File: config.mk
export PLATFORM = sky130hd
export DESIGN_NAME = fifo_readout_scheduler
export DESIGN_NICKNAME = d
export VERILOG_FILES = /design/src/rtl/fifo_readout_pkg.sv /design/src/rtl/word_byte_sel.sv /design/src/rtl/fifo_readout_scheduler.sv
export SDC_FILE = /design/constraint.sdc
export NUM_CORES = 1
export LEC_CHECK = 0
export CORE_UTILIZATION = 42
export DETAILED_ROUTE_END_ITERATION = 6
export PLACE_DENSITY = 0.8
export SYNTH_ARGS = -nofsm -noshare
export SYNTH_HDL_FRONTEND = slang
export SYNTH_HIERARCHICAL = 1
export SYNTH_SLANG_ARGS = --single-unit
File: constraint.sdc
create_clock -name tx_spi_sclk_wire -period 1.5 [get_ports tx_spi_sclk_wire]
set_clock_uncertainty 0.05 [all_clocks]
set_input_delay 0.3 -clock tx_spi_sclk_wire [delete_from_list [all_inputs] [get_ports tx_spi_sclk_wire]]
set_output_delay 0.3 -clock tx_spi_sclk_wire [all_outputs]
set_load 0.01 [all_outputs]
File: src/rtl/fifo_readout_pkg.sv
// Shared types and defaults for the measurement-FIFO to UART readout scheduler.
package fifo_readout_pkg;

  typedef enum logic [2:0] {
    S_IDLE,
    S_POP,
    S_WAIT,
    S_SEND,
    S_NEXT,
    S_HDR
  } state_t;

  localparam int unsigned DEFAULT_DATA_W = 24;
  localparam int unsigned BYTES_PER_WORD = DEFAULT_DATA_W / 8;
  localparam logic [7:0]  DEFAULT_HDR_BYTE = 8'hA5;

endpackage

File: src/rtl/word_byte_sel.sv
// Combinational pick of one byte from the latched word; index 0 is the MSB.
module word_byte_sel
  import fifo_readout_pkg::*;
#(
  parameter int unsigned DATA_W = DEFAULT_DATA_W
) (
  input  logic [DATA_W-1:0] word,
  input  logic [1:0]        idx,
  output logic [7:0]        byte_out
);

  localparam int unsigned NBYTES = DATA_W / 8;

  always_comb begin
    byte_out = '0;
    for (int unsigned i = 0; i < NBYTES; i++) begin
      if (32'(idx) == i) byte_out = word[8*(NBYTES-1-i) +: 8];
    end
  end

endmodule

File: src/rtl/fifo_readout_scheduler.sv
// Pops FIFO words and streams them MSB-first as bytes over a valid/ready link.
// Optional frame sync header: define FRAME_HEADER_EN.
module fifo_readout_scheduler
  import fifo_readout_pkg::*;
#(
  parameter int unsigned DATA_W      = DEFAULT_DATA_W,
  parameter int unsigned USEDW_W     = 13,
  parameter int unsigned RD_LATENCY  = 1,
  parameter int unsigned FRAME_WORDS = 16,
  parameter logic [7:0]  HDR_BYTE    = DEFAULT_HDR_BYTE
) (
  input  logic               tx_spi_sclk_wire,
  input  logic               rst,
  input  logic               enable,
  input  logic [USEDW_W-1:0] fifo_usedw,
  input  logic [DATA_W-1:0]  fifo_q,
  output logic               fifo_rdreq,
  output logic               uart_valid,
  input  logic               uart_ready,
  output logic [7:0]         uart_byte,
  output logic [1:0]         uart_counter,
  output logic               busy,
  output logic [11:0]        words_sent
);

  localparam int unsigned NBYTES   = DATA_W / 8;
  localparam logic [1:0]  LAST_IDX = 2'(NBYTES - 1);
  localparam logic [1:0]  LAT_LAST = 2'(RD_LATENCY - 1);

  if (RD_LATENCY < 1 || RD_LATENCY > 3 || (DATA_W % 8) != 0 || DATA_W > 32 ||
      FRAME_WORDS < 1) begin : g_bad_cfg
    $error("fifo_readout_scheduler: unsupported parameter set");
  end

  state_t            state, next_state;
  logic [1:0]        byte_idx;
  logic [1:0]        lat_cnt;
  logic [DATA_W-1:0] word;
  logic [11:0]       sent;
  logic [7:0]        sel_byte;
  logic              have_data;
  logic              xfer;
  logic              word_done;
  logic              hdr_due;

  assign have_data = enable && (fifo_usedw != '0);
  assign xfer      = uart_valid && uart_ready;
  assign word_done = (state == S_SEND) && xfer && (byte_idx == LAST_IDX);

`ifdef FRAME_HEADER_EN
  localparam int unsigned FC_W = (FRAME_WORDS > 1) ? $clog2(FRAME_WORDS) : 1;
  logic [FC_W-1:0] frame_cnt;

  assign hdr_due = (frame_cnt == '0);

  // Only a deliberate stop (enable low into idle) restarts the frame; an empty FIFO does not.
  always_ff @(posedge tx_spi_sclk_wire) begin
    if (rst) begin
      frame_cnt <= '0;
    end else if (next_state == S_IDLE && !enable) begin
      frame_cnt <= '0;
    end else if (word_done) begin
      frame_cnt <= (frame_cnt == FC_W'(FRAME_WORDS - 1)) ? '0 : frame_cnt + 1'b1;
    end
  end
`else
  assign hdr_due = 1'b0;
`endif

  always_comb begin
    next_state = state;
    case (state)
      S_IDLE:  if (have_data) next_state = hdr_due ? S_HDR : S_POP;
      S_HDR:   if (xfer) next_state = S_POP;
      S_POP:   next_state = S_WAIT;
      S_WAIT:  if (lat_cnt == LAT_LAST) next_state = S_SEND;
      S_SEND:  if (word_done) next_state = S_NEXT;
      S_NEXT:  next_state = have_data ? (hdr_due ? S_HDR : S_POP) : S_IDLE;
      default: next_state = S_IDLE;
    endcase
  end

  always_ff @(posedge tx_spi_sclk_wire) begin
    if (rst) begin
      state    <= S_IDLE;
      byte_idx <= '0;
      lat_cnt  <= '0;
      word     <= '0;
      sent     <= '0;
    end else begin
      state <= next_state;
      case (state)
        S_POP: lat_cnt <= '0;
        S_WAIT: begin
          if (lat_cnt == LAT_LAST) begin
            word     <= fifo_q;
            byte_idx <= '0;
          end else begin
            lat_cnt <= lat_cnt + 2'd1;
          end
        end
        S_SEND: begin
          if (xfer) begin
            if (byte_idx == LAST_IDX) begin
              byte_idx <= '0;
              if (sent != '1) sent <= sent + 12'd1;
            end else begin
              byte_idx <= byte_idx + 2'd1;
            end
          end
        end
        default: ;
      endcase
    end
  end

  word_byte_sel #(
    .DATA_W (DATA_W)
  ) u_byte_sel (
    .word     (word),
    .idx      (byte_idx),
    .byte_out (sel_byte)
  );

  always_comb begin
    uart_byte = '0;
    if (state == S_SEND)     uart_byte = sel_byte;
    else if (state == S_HDR) uart_byte = HDR_BYTE;
  end

  assign fifo_rdreq   = (state == S_POP);
  assign uart_valid   = (state == S_SEND) || (state == S_HDR);
  assign uart_counter = (state == S_HDR) ? 2'd3 : byte_idx;
  assign busy         = (state != S_IDLE);
  assign words_sent   = sent;

endmodule
Word level (Yosys, flattened, before mapping)
Index checks and enable logic that the tools add are counted.
{"block": "totals", "register_bits": 43, "wordCells": 57}
{"block": "op_classes", "n_addsub": 3, "n_eq_ne": 14, "muxes": 18, "n_reduce_logical": 17}
{"cell": "$mux W8", "n": 5}
{"cell": "$pmux W3 S6", "n": 1}
{"cell": "$reduce_bool A13 Y1", "n": 1}
{"cell": "$add A12 B1 Y12 const B", "n": 1}
{"cell": "$mux W3", "n": 4}
{"cell": "$ne A12 B12 Y1 const B", "n": 1}
{"cell": "$ne A2 B2 Y1 const B", "n": 6}
{"cell": "$mux W2", "n": 5}
{"cell": "$pmux W2 S2", "n": 2}
{"cell": "$reduce_and A4 Y1", "n": 2}
{"cell": "$eq A3 B2 Y1 const B", "n": 2}
{"cell": "$eq A3 B3 Y1 const B", "n": 2}
{"cell": "$add A2 B1 Y2 const B", "n": 2}
{"cell": "$logic_and A1 B1 Y1", "n": 4}
{"cell": "$logic_not A2 Y1", "n": 2}
{"cell": "$reduce_and A2 Y1", "n": 2}
{"cell": "$reduce_bool A2 Y1", "n": 2}
{"cell": "$eq A3 B1 Y1 const B", "n": 1}
{"cell": "$logic_not A3 Y1", "n": 1}
{"cell": "$reduce_and A3 Y1", "n": 1}
{"cell": "$reduce_bool A3 Y1", "n": 1}
{"cell": "$eq A2 B1 Y1 const B", "n": 1}
{"cell": "$eq A2 B2 Y1 const B", "n": 1}
{"cell": "$logic_or A1 B1 Y1", "n": 1}
{"cell": "$mux W1", "n": 1}

Depth between registers and ports, before layout
Gate-level depths: netlist (run 1).
{"block": "depth", "ltp_word": 7, "mapped_depth": 6, "depth_no_buf": 6}

Hierarchy
Netlist (run 1), hierarchy kept.
{"mod": "fifo_readout_scheduler", "instances": 1, "cells_per_inst": 252, "area_each_um2": 1990.7, "seq_area_each_um2": 860.8}
{"mod": "word_byte_sel", "instances": 1, "cells_per_inst": 20, "area_each_um2": 197.7, "seq_area_each_um2": 0.0}

Worst setup path before layout (run 1)
Ideal clock, no wire load.
{"block": "synth_path", "path_type": "reg2reg", "from": "register sent[0] (netlist: words_sent[0])", "to": "register sent[3] (netlist: words_sent[3])", "setup_time_ns": 0.091, "arrival_ns": 1.531, "required_ns": 1.359, "setup_slack_ns": -0.172, "stages_incl_launch_ff": 6, "path_buffers": 0, "path_cell_list": "dfxtp_1 ha_1 nand4_1 nor3b_2 nor2_1 a311oi_1"}
{"block": "synth_via", "elab_chain_len": 2, "elab_cells_between_ends": 3}
{"element": "start: declaration", "line": "fifo_readout_scheduler.sv:39", "source": "logic [11:0] sent;"}
{"element": "start signal: assignment", "line": "fifo_readout_scheduler.sv:106", "source": "if (sent != '1) sent <= sent + 12'd1;"}
{"element": "branches (longest 2 deep; another with $add A12 B1 Y12)"}
Several ways; the timed one is not identified.
A chain may end at the register's enable or synchronous reset.

Worst setup path in the final report (run 1)
{"block": "layout_path", "from": "register byte_idx[0]", "to": "output uart_byte[0]"}
{"block": "layout_via", "elab_chain_len": 5, "elab_cells_between_ends": 7}
{"element": "start: declaration", "line": "fifo_readout_scheduler.sv:36", "source": "logic [1:0] byte_idx;"}
{"element": "start signal: assignment", "line": "fifo_readout_scheduler.sv:108", "source": "byte_idx <= byte_idx + 2'd1;"}
{"element": "$logic_not A2 Y1", "line": "word_byte_sel.sv:17", "source": "if (32'(idx) == i) byte_out = word[8*(NBYTES-1-i) +: 8];"}
{"element": "$mux W8 (2 in series)", "line": "word_byte_sel.sv:17"}
{"element": "$mux W8 (*)", "line": "word_byte_sel.sv:17"}
{"element": "net sel_byte[0]", "line": "fifo_readout_scheduler.sv:40", "source": "logic [7:0] sel_byte;"}
{"element": "$mux W8 (*)", "line": "fifo_readout_scheduler.sv:127", "source": "if (state == S_SEND) uart_byte = sel_byte;"}
{"element": "end: declaration", "line": "fifo_readout_scheduler.sv:20", "source": "output logic [7:0] uart_byte,"}
The timed path passes the listed nets; every way through them passes the cells marked *.

==> results of run 1 <==
==> cells in the mapped netlist (5+ instances only) <==
master / count / share of area (%)
a21boi_0: 5 / 1.7
a21oi_1: 36 / 8.2
buf_2: 5 / 1.1
clkbuf_1: 10 / 1.7
dfxtp_1: 43 / 39
mux2i_1: 11 / 5.0
nand2_1: 56 / 9.6
nand4_1: 5 / 1.4
nor2_1: 7 / 1.2
nor2b_1: 6 / 1.7
o21ai_0: 10 / 2.3
o2bb2ai_1: 8 / 3.2
o31ai_1: 6 / 2.1
or3_1: 6 / 1.7
==> layer usage <==
| metal | GRT usage [%] | share of wire, % | vias up |
|---|---|---|---|
| li1 | - | - | 1213 |
| met1 | 31.61 | 37 | 1321 |
| met2 | 53.64 | 52 | 143 |
| met3 | 5.014 | 6.4 | 46 |
| met4 | 14.10 | 4.6 | 0 |
| met5 | 0 | 0 | - |
==> sequential cells by signal, indices dropped and copies added (netlist names) <==
signal,flops
word,24
byte_idx,2
words_sent,12
lat_cnt,2
state,3
==> cell type report <==
| cell class | count | area, um^2 | share of cell area [%] |
|---|---|---|---|
| multi-input combinational | 205 | 1590 | 41.00 |
| inverter | 4 | 22.52 | 0.5806 |
| tap | 67 | 83.83 | 2.161 |
| clock buffer | 6 | 72.57 | 1.871 |
| clock inverter | 2 | 12.51 | 0.3226 |
| sequential | 43 | 877.1 | 22.61 |
| timing repair buffer | 132 | 1220 | 31.45 |
==> metrics by stage <==
stage	cell area [um^2]	utilization [%]	std cells	hold slack, ns
final	3879	79.49	459	0.4143
after global routing	3879	79.49	459	0.4412
after CTS	3588	73.54	455	0.4093
after detailed placement	3232	66.23	428	0.3974
after global placement	3232	66.23	428	0.3913
after floorplan	2225	-	272	0.3857
==> repair_timing <==
action | CTS | global route
endpoints found under the setup margin | 61 | 53
pin swaps | 27 | 46
resized for setup | 115 | 80
gates cloned | 2 | 1
hold buffers | 0 | 0
buffers inserted | 17 | 8
==> path summary, 6_finish.rpt <==
kind | start | to | slack [ns] | cells after the start
hold / removal | word[13] | word[13] | 0.41 | 2
hold reg to reg | word[13] | word[13] | 0.41 | 2
setup / recovery | byte_idx[0] | uart_byte[0] | -0.48 | 6
setup reg to reg | byte_idx[0] | words_sent[5] | -0.28 | 6
==> report_power, final <==
| group | switching, mW | internal [mW] |
|---|---|---|
| registers | 0.0447 | 1.20 |
| logic | 0.365 | 0.391 |
| clock network | 0.444 | 0.326 |
==> logic make-up (layout without fill, tap and decap cells) <==
| family | Yosys count | in the layout | share of synthesized area (%) |
|---|---|---|---|
| simple gates | 114 | 114 | 26.76 |
| compound gates | 78 | 78 | 22.13 |
| flops | 43 | 43 | 39.34 |
| buf+inv | 24 | 144 | 5.603 |
| mux | 11 | 11 | 5.032 |
| fa+ha+maj | 2 | 2 | 1.143 |
==> tightest hold or removal path, stage by stage, from the launching register on <==
cell	delay, ns
dfxtp_1	0.32
nand2_1	0.05
a21oi_1	0.05
==> results.md, run 1 <==
- Critical path class: flip-flop to primary output
- Area growth from synthesis to layout: 77.24%
- CP max-delay cell: dfxtp_2
- Most frequent cells in the layout: buf_4 (43), clkdlybuf4s50_1 (40), nand2_1 (37), dfxtp_1 (32), a21oi_2 (23)
- CTS Sinks: between 40 and 50
- Initial Util: 44.85%
- Async S/R FF share, synth: 0%
- Flops & latches, synth: 43
- Final Worst Setup Slack: -0.4822 ns
- Congestion Overflow GR: 0
- Drt wl/cell: about 19 um
- Mapped cell area: 2188 um^2
- Router iterations before antenna repair: 5
- Cells after synthesis: around 270
- Crit. End Element: primary output
- # DRC: 0
- Place WS: -0.4299 ns
- Row count: 25
- Die ar.: 5503 um^2
- Final HPWL DP: roughly 4300 um
- Buf/Inv on CP: 2
- Worst EP required: approximately 1.2 ns
- Period minus WS final: 1.982 ns
- Share of cells above drive strength 1: between 40 and 50%
- Vias/cell: 5.932
- Clk buf depth: 2
- Critical path startpoint category: flip-flop
- Register area share after synthesis: ~39%
- CTS tree: done
- GR Util All Layers: just under 30%
- CP Cell Sequence: buf_12, mux2i_1, o2bb2ai_2, nand2_1, a21boi_2, buf_2
- Top FF cell, synth: dfxtp_1
- Worst hold path class: flip-flop to flip-flop
- Die height: about 74 um
- Max VDD drop: ~0.43 mV
- Tcrit/Tclk final: 132.1%
- RSZ-0062 raised after global routing: yes
- Root buf cell: clkbuf_8
- Clk slew on worst S/H paths: 0.08 ns
- CP delay by family, top: compound AO/OA/AOI/OAI gates
- DRT Wirelength: a little under 9000 um
- Final ANT Viol Nets: 0
- Syn_area_per_cell: slightly above 8 um^2
- Pins Over Slew Limit: 0
- Post-synth EDFFs: 0
- Endpoints failing hold: 0
- Distinct cell type count after synthesis: 42
- Yosys warns: 6
- DR vias: 2,723
- Initial antenna violation count: 0
- Most common cell after layout, fill and taps aside: buf_4
- Vias in the first global route: 2,610
- Die extent in x: 74.18 um
- TritonCTS Buffers: 5
- TNS Setup: -9.635 ns
- Gpl congestion: 0.8817
- I/O pin cnt: 66
- First-pass GRT wire length: 11,870 um
- Upper clock frequency limit: 504.5 MHz
- Post-Syn Nets: between 300 and 400
- PD cells: 713.6 nW/um^2
- Final nets: 434
- CP max FO: 9
- Result of the run: finished, violations left
- Worst slew pin tran: between 0.4 and 0.5 ns
- # diodes: 0
- H-tree levels: 2
- Max-Cap Viols: 0
- Failing checks: setup timing
- Port Buffers: 65
- Final Power: around 2.8 mW
- FILL cells: roughly 300
- Critical Path AT: between 1.5 and 2 ns
- Core ar.: between 4000 and 5000 um^2
- Iter 0 DRT Violations: ~200
- Pin count of the biggest net entering global routing: 42
- Leakage: 1.599 nW
- Slew HR: 72.44%
- CP peak stage delay: roughly 0.34 ns
- Worst-Skew Late Latency: between 0.3 and 0.4 ns
- Final setup vio count: 52
(Power assumes the default switching activity.)
==> inputs of run 2 (changes only) <==
Settings changed: CORE_MARGIN from default to 5, SYNTH_HIERARCHICAL 1 to default.
==> results.md, run 2 <==
- DR vias: 2,640 (-3.0%)
- Syn_area_per_cell: 7.831 um^2 (-2.7%)
- Top FF cell, synth: dfxtp_1
- Largest register by flop count: word
- Max-Cap Viols: 0 (unchanged)
- Slew HR: 69.50% (-2.9 points)
- Initial Util: 42.90% (-1.9 points)
- Die ar.: 6723 um^2 (+22%)
- Most frequent cells in the layout: buf_4 (48), clkdlybuf4s50_1 (40), nand2_1 (32), a21oi_2 (30), dfxtp_1 (28)
- R2R depth: 6 (unchanged)
- Failing checks: setup timing
- Vias/cell: 5.629 (-5.1%)
- RR Startpoint: byte_idx[1]
- Async S/R FF share, synth: 0% (unchanged)
- Gpl congestion: 0.8038 (-8.8%)
- PD cells: 719.2 nW/um^2 (+0.79%)
- H-tree levels: 2 (unchanged)
- Clk slew on worst S/H paths: 0.08 ns (about the same)
- CP delay by family, top: flip-flops
- Critical path class: flip-flop to primary output
- Cells after synthesis: 278 (+2.2%)
- CP peak stage delay: 0.38 ns (+0.04 ns)
- Critical Path AT: 1.58 ns (-0.05 ns)
- Iter 0 DRT Violations: 132 (-35%)
- CP max-delay cell: dfxtp_4
- Most common cell after layout, fill and taps aside: buf_4
- Die extent in x: 82.00 um (+11%)
- Final setup vio count: 50 (-3.8%)
- Result of the run: finished, violations left
- Share of cells above drive strength 1: 46.62% (+3.2 points)
- Most common cell in the netlist: nand2_1
- Upper clock frequency limit: 518.0 MHz (+2.7%)
- Vias in the first global route: 2,529 (-3.1%)
- CTS tree: done
- Worst hold path class: flip-flop to flip-flop
- Flops & latches, synth: 43 (unchanged)
- Max VDD drop: 0.6674 mV (+54%)
- CP Cell Sequence: buf_12, mux2i_1, o2bb2ai_1, a21oi_1, nor2_1, buf_2
- Congestion Overflow GR: 0 (unchanged)
- Pins Over Slew Limit: 0 (unchanged)
- Port Buffers: 65 (unchanged)
- Leakage: 1.628 nW (+1.8%)
- Multi-input logic area: 1644 um^2 (+3.4%)
- Mapped cell area: 2177 um^2 (-0.51%)
- CP max FO: 5 (-4)
- FF/Latch Area: 889.6 um^2 (+1.4%)
- Critical path startpoint category: flip-flop
- Yosys warns: 0 (-6)
- Router iterations before antenna repair: 4 (-1)
- Final ANT Viol Nets: 0 (unchanged)
- CP Launch Point: byte_idx[1]
- Row count: 26 (+4.0%)
- Die height: 82.00 um (+11%)
- Endpoints failing hold: 0 (unchanged)
- Pin count of the biggest net entering global routing: 24 (-43%)
- Crit. End Element: primary output
- Post-synth EDFFs: 0 (unchanged)
- Top cells by count, synth: nand2_1 (54), a21oi_1 (46), dfxtp_1 (43), nor2_1 (19), clkbuf_1 (12)
- R2r setup slk: -0.35 ns (-0.07 ns)
- Drt wl/cell: 18.02 um (-6.3%)
- Clk buf depth: 2 (unchanged)
- Non-filler cells, final: 469 (+2.2%)
- Worst hold slack: 0.4155 ns (+0.001230 ns)
- Buf/Inv on CP: 2 (unchanged)
- Worst-Skew Late Latency: 0.29 ns (-0.03 ns)
- Area growth from synthesis to layout: 83.22%
- FILL cells: 297 (-0.34%)
- Biggest area consumer among synthesized cells: dfxtp_1
- Placed Instances: 443 (+3.5%)
- Core ar.: 5075 um^2 (+4.0%)
- Final core occ: 78.60% (-0.89 points)
- Final nets: 441 (+1.6%)
- Place WS: -0.5977 ns (-0.1678 ns)
- TNS Setup: -7.758 ns (+1.878 ns)
- GR Util All Layers: 22.00% (-6.9 points)
- TritonCTS Buffers: 5 (unchanged)
- Synth top area cells: dfxtp_1 (40%), a21oi_1 (11%), nand2_1 (9.3%)
- Final HPWL DP: 4773 um (+11%)
- CTS Sinks: 43 (unchanged)
- Distinct cell type count after synthesis: 46 (+9.5%)
- Crit path capture: uart_byte[7]
- Register area share after synthesis: 39.54% (+0.20 points)
- Period minus WS final: 1.930 ns (-0.05186 ns)
- Worst EP required: 1.15 ns (about the same)
- I/O pin cnt: 66 (unchanged)
- Worst slew pin tran: 0.4557 ns (+0.04590 ns)
- Critical path depth: 6 (unchanged)
- Root buf cell: clkbuf_8
- # diodes: 0 (unchanged)
- Max FFs per register: 24 (unchanged)
- # DRC: 0 (unchanged)
- Final Worst Setup Slack: -0.4304 ns (+0.05186 ns)
- Initial antenna violation count: 0 (unchanged)
- Post-Syn Nets: 321 (+1.9%)
- Synth top area share: 39.54% (+0.20 points)
- RSZ-0062 raised after global routing: yes
- Reg-to-Reg End: words_sent[6]
- DRT Wirelength: 8450 um (-4.3%)
- Tcrit/Tclk final: 128.7% (-3.5 points)
- First-pass GRT wire length: 11,570 um (-2.5%)
-- run 2: changes by cell type after synthesis, sizes merged, moves of 5 or more --
cell and change:
o21ai -6, nor2 +12, nand3 +6, a21oi +10, a21boi -5
-- run 2: repair_timing --
| action | in CTS | in global routing |
|---|---|---|
| buffers inserted | 12 | 5 |
| endpoints found under the setup margin | 63 | 54 |
| cloned | 1 | 1 |
| hold buffers | 0 | 0 |
| pin swaps | 21 | 46 |
| gates resized for setup | 108 | 98 |
-- run 2: worst reg2reg max path: stages, from the launching register on --
cell and delay, ns:
dfxtp_4 0.40, buf_8 0.14, buf_4 0.12, and3b_2 0.21, nand3_4 0.15, or4_4 0.55, a21oi_2 0.16
-- run 2: final cells by class --
type / count / share of cell area, %
inverter: 6 / 0.5646
timing repair buffer: 134 / 30.90
tap: 70 / 2.196
clock buffer: 5 / 1.725
multi-input combinational: 208 / 41.22
sequential: 43 / 22.30
clock inverter: 3 / 1.098
-- run 2: layer usage --
layer / vias up / track usage [%] / share of wire (%)
li1: 1231 / - / -
met1: 1289 / 25.53 / 39
met2: 96 / 40.39 / 54
met3: 24 / 3.838 / 4.4
met4: 0 / 7.309 / 2.4
met5: - / 0 / 0
-- run 2: cell families (layout without fill, tap and decap cells) --
logic type,count (synthesis),count (layout),synth area share [%]
compound gates,77,77,22.30
fa+ha+maj,2,2,1.149
buf+inv,27,148,5.574
flops,43,43,39.54
mux,9,9,4.196
simple gates,120,120,27.24
-- run 2: how the worst min path moves through the flow --
stage | start | to | slack, ns | cells past startpoint
floorplan | word[16] | word[16] | 0.39 | 2
global route | word[7] | word[7] | 0.44 | 2
CTS | word[17] | word[17] | 0.41 | 2
global placement | word[5] | word[5] | 0.39 | 2
finish | word[19] | word[19] | 0.42 | 2
detailed placement | word[17] | word[17] | 0.40 | 2
-- run 2: through the flow --
stage / area, um^2 / total power, mW
after global placement: 3277 / 1.742
after detailed placement: 3277 / 1.758
after CTS: 3541 / 2.680
final: 3989 / 2.869
after floorplan: 2202 / 1.485
after global routing: 3989 / 2.981
-- run 2: where the power goes --
part	total [mW]	internal (mW)	leakage, nW	switching (mW)
Sequential	1.24	1.20	0.357	0.0457
Combinational	0.727	0.367	1.21	0.359
Clock	0.900	0.496	0.0581	0.404
Total	2.87	2.06	1.63	0.809
==> inputs of run 3 (changes only) <==
Settings changed: CORE_ASPECT_RATIO from default to 1.1.
==> results.md, run 3 (same netlist as run 2, synthesis figures left out) <==
- Result of the run: finished, violations left
- Failing checks: setup timing
- Initial antenna violation count: 0 (unchanged)
- TNS Setup: -8.290 ns (-0.5318 ns)
- Tcrit/Tclk final: 124.3% (-4.4 points)
- FF/Latch Area: 890.9 um^2 (+0.14%)
- Max Used Layer: met4
- Hold_buf cts: 0 (unchanged)
- Area growth from synthesis to layout: 89.37%
- Place WS: -0.6252 ns (-0.02751 ns)
- Clk slew on worst S/H paths: 0.09 ns (about the same)
- WHS Endpoint: word[12]
- Die height: 85.51 um (+4.3%)
- Critical path class: flip-flop to primary output
- Hold Crit Start: word[12]
- Critical path startpoint category: flip-flop
- RR Startpoint: byte_idx[1]
- Worst-Skew Late Latency: 0.31 ns (+0.02 ns)
- DR vias: 2,808 (+6.4%)
- Wire length on met1: 3672 um (+12%)
- Worst hold path class: flip-flop to flip-flop
- Max VDD drop: 0.6443 mV (-3.5%)
- Vias/cell: 6.000 (+6.6%)
- Pins Over Slew Limit: 0 (unchanged)
- Port Buffers: 65 (unchanged)
- Final Worst Setup Slack: -0.3650 ns (+0.06538 ns)
- CTS tree: done
- Congestion Overflow GR: 0 (unchanged)
- Crit. End Element: primary output
- Period minus WS final: 1.865 ns (-0.06538 ns)
- Leakage: 1.759 nW (+8.0%)
- Critical Path AT: 1.51 ns (-0.07 ns)
- I/O pin cnt: 66 (unchanged)
- Core ar.: 5034 um^2 (-0.81%)
- Final Power: 2.920 mW (+1.8%)
- Met3 wire len: 517 um (+38%)
- CP max FO: 5 (unchanged)
- CP Launch Point: byte_idx[1]
- Root buf cell: clkbuf_8
- Pin count of the biggest net entering global routing: 30 (+25%)
- Drt wl/cell: 20.50 um (+14%)
- Final setup vio count: 49 (-2.0%)
- TritonCTS Buffers: 5 (unchanged)
- CTS Sinks: 43 (unchanged)
- DRT Wirelength: 9593 um (+14%)
- R2R depth: 7 (+1)
- First-pass GRT wire length: 12,210 um (+5.5%)
- Vias in the first global route: 2,622 (+3.7%)
- Worst slew pin tran: 0.3441 ns (-0.1117 ns)
- Multi-input logic area: 1690 um^2 (+2.8%)
- Die ar.: 6725 um^2 (about the same)
- Gpl congestion: 0.8032 (about the same)
- Reg-to-Reg End: words_sent[11]
- PD cells: 708.3 nW/um^2 (-1.5%)
- Hold path depth: 2 (unchanged)
- Metal2 WL: 5099 um (+11%)
- Die extent in x: 78.65 um (-4.1%)
- FILL cells: 279 (-6.1%)
- Worst EP required: 1.15 ns (about the same)
- Endpoints failing hold: 0 (unchanged)
- R2r setup slk: -0.33 ns (+0.02 ns)
- Row count: 27 (+3.8%)
- Max-Cap Viols: 0 (unchanged)
- Placed instance area: 3237 um^2 (-1.2%)
- GR Util All Layers: 22.71% (+0.71 points)
- Share of cells above drive strength 1: 51.22% (+4.6 points)
- Initial Util: 43.25% (+0.35 points)
- Iter 0 DRT Violations: 158 (+20%)
- Most frequent cells in the layout: buf_4 (53), clkdlybuf4s50_1 (37), a21oi_2 (31), nand2_1 (30), dfxtp_1 (25)
- RSZ-0062 raised after global routing: yes
- # diodes: 0 (unchanged)
- Clk buf depth: 2 (unchanged)
- # DRC: 0 (unchanged)
- Router iterations before antenna repair: 5 (+1)
- Max FFs per register: 24 (unchanged)
- Final nets: 452 (+2.5%)
- Final HPWL DP: 4730 um (-0.89%)
- Final instance area: 4123 um^2 (+3.4%)
- Final ANT Viol Nets: 0 (unchanged)
- Upper clock frequency limit: 536.2 MHz (+3.5%)
- Largest register by flop count: word
- Slew HR: 76.87% (+7.4 points)
- H-tree levels: 2 (unchanged)
- Most common cell after layout, fill and taps aside: buf_4
[run 3: cell type report]
| class | instances | share of cell area (%) |
|---|---|---|
| multi-input cells | 209 | 41.00 |
| flip-flops and latches | 43 | 21.61 |
| clock buffers | 7 | 2.337 |
| well taps | 58 | 1.760 |
| repair buffers | 144 | 32.50 |
| inverters | 6 | 0.6070 |
| clock inverters | 1 | 0.1821 |
[run 3: power by group]
group          leakage, nW  internal, mW  total [mW]  switching, mW
Sequential           0.358          1.20        1.24         0.0423
Clock               0.0505         0.420       0.854          0.434
Combinational         1.35         0.414       0.826          0.412
[run 3: worst max path at each step]
stage	cells after the start	slack (ns)	to
after floorplan	7	-0.05	word[0]
after global placement	6	-0.53	words_sent[7]
after detailed placement	5	-0.63	words_sent[3]
after CTS	6	-0.29	uart_byte[2]
after global routing	6	-0.43	uart_byte[5]
final	6	-0.36	uart_byte[5]
[run 3: per-stage QoR]
stage	util (%)	std cells	hold slack, ns
5_1_grt	81.90	468	0.4326
3_3_place_gp	64.31	426	0.3921
3_5_place_dp	64.31	426	0.3956
4_1_cts	73.18	456	0.4072
6_report	81.90	468	0.4107
2_1_floorplan	-	278	0.3857
[run 3: critical path, cell delays in order (launching register included)]
cell and delay (ns):
dfxtp_4 0.39, buf_6 0.12, mux2i_1 0.23, o2bb2ai_2 0.08, a21oi_1 0.17, nor2_1 0.07, buf_2 0.14
[run 3: metal layers]
layer / GRT usage, % / up-vias
li1: - / 1252
met1: 24.50 / 1378
met2: 43.24 / 148
met3: 3.466 / 30
met4: 9.857 / 0
met5: 0 / -
[run 3: timing repair]
item                       4_1_cts  5_1_grt
gates cloned                     2        2
pin swaps                       29       60
setup endpoints to repair       63       53
gates resized for setup        132       96
setup buffers                   20       12
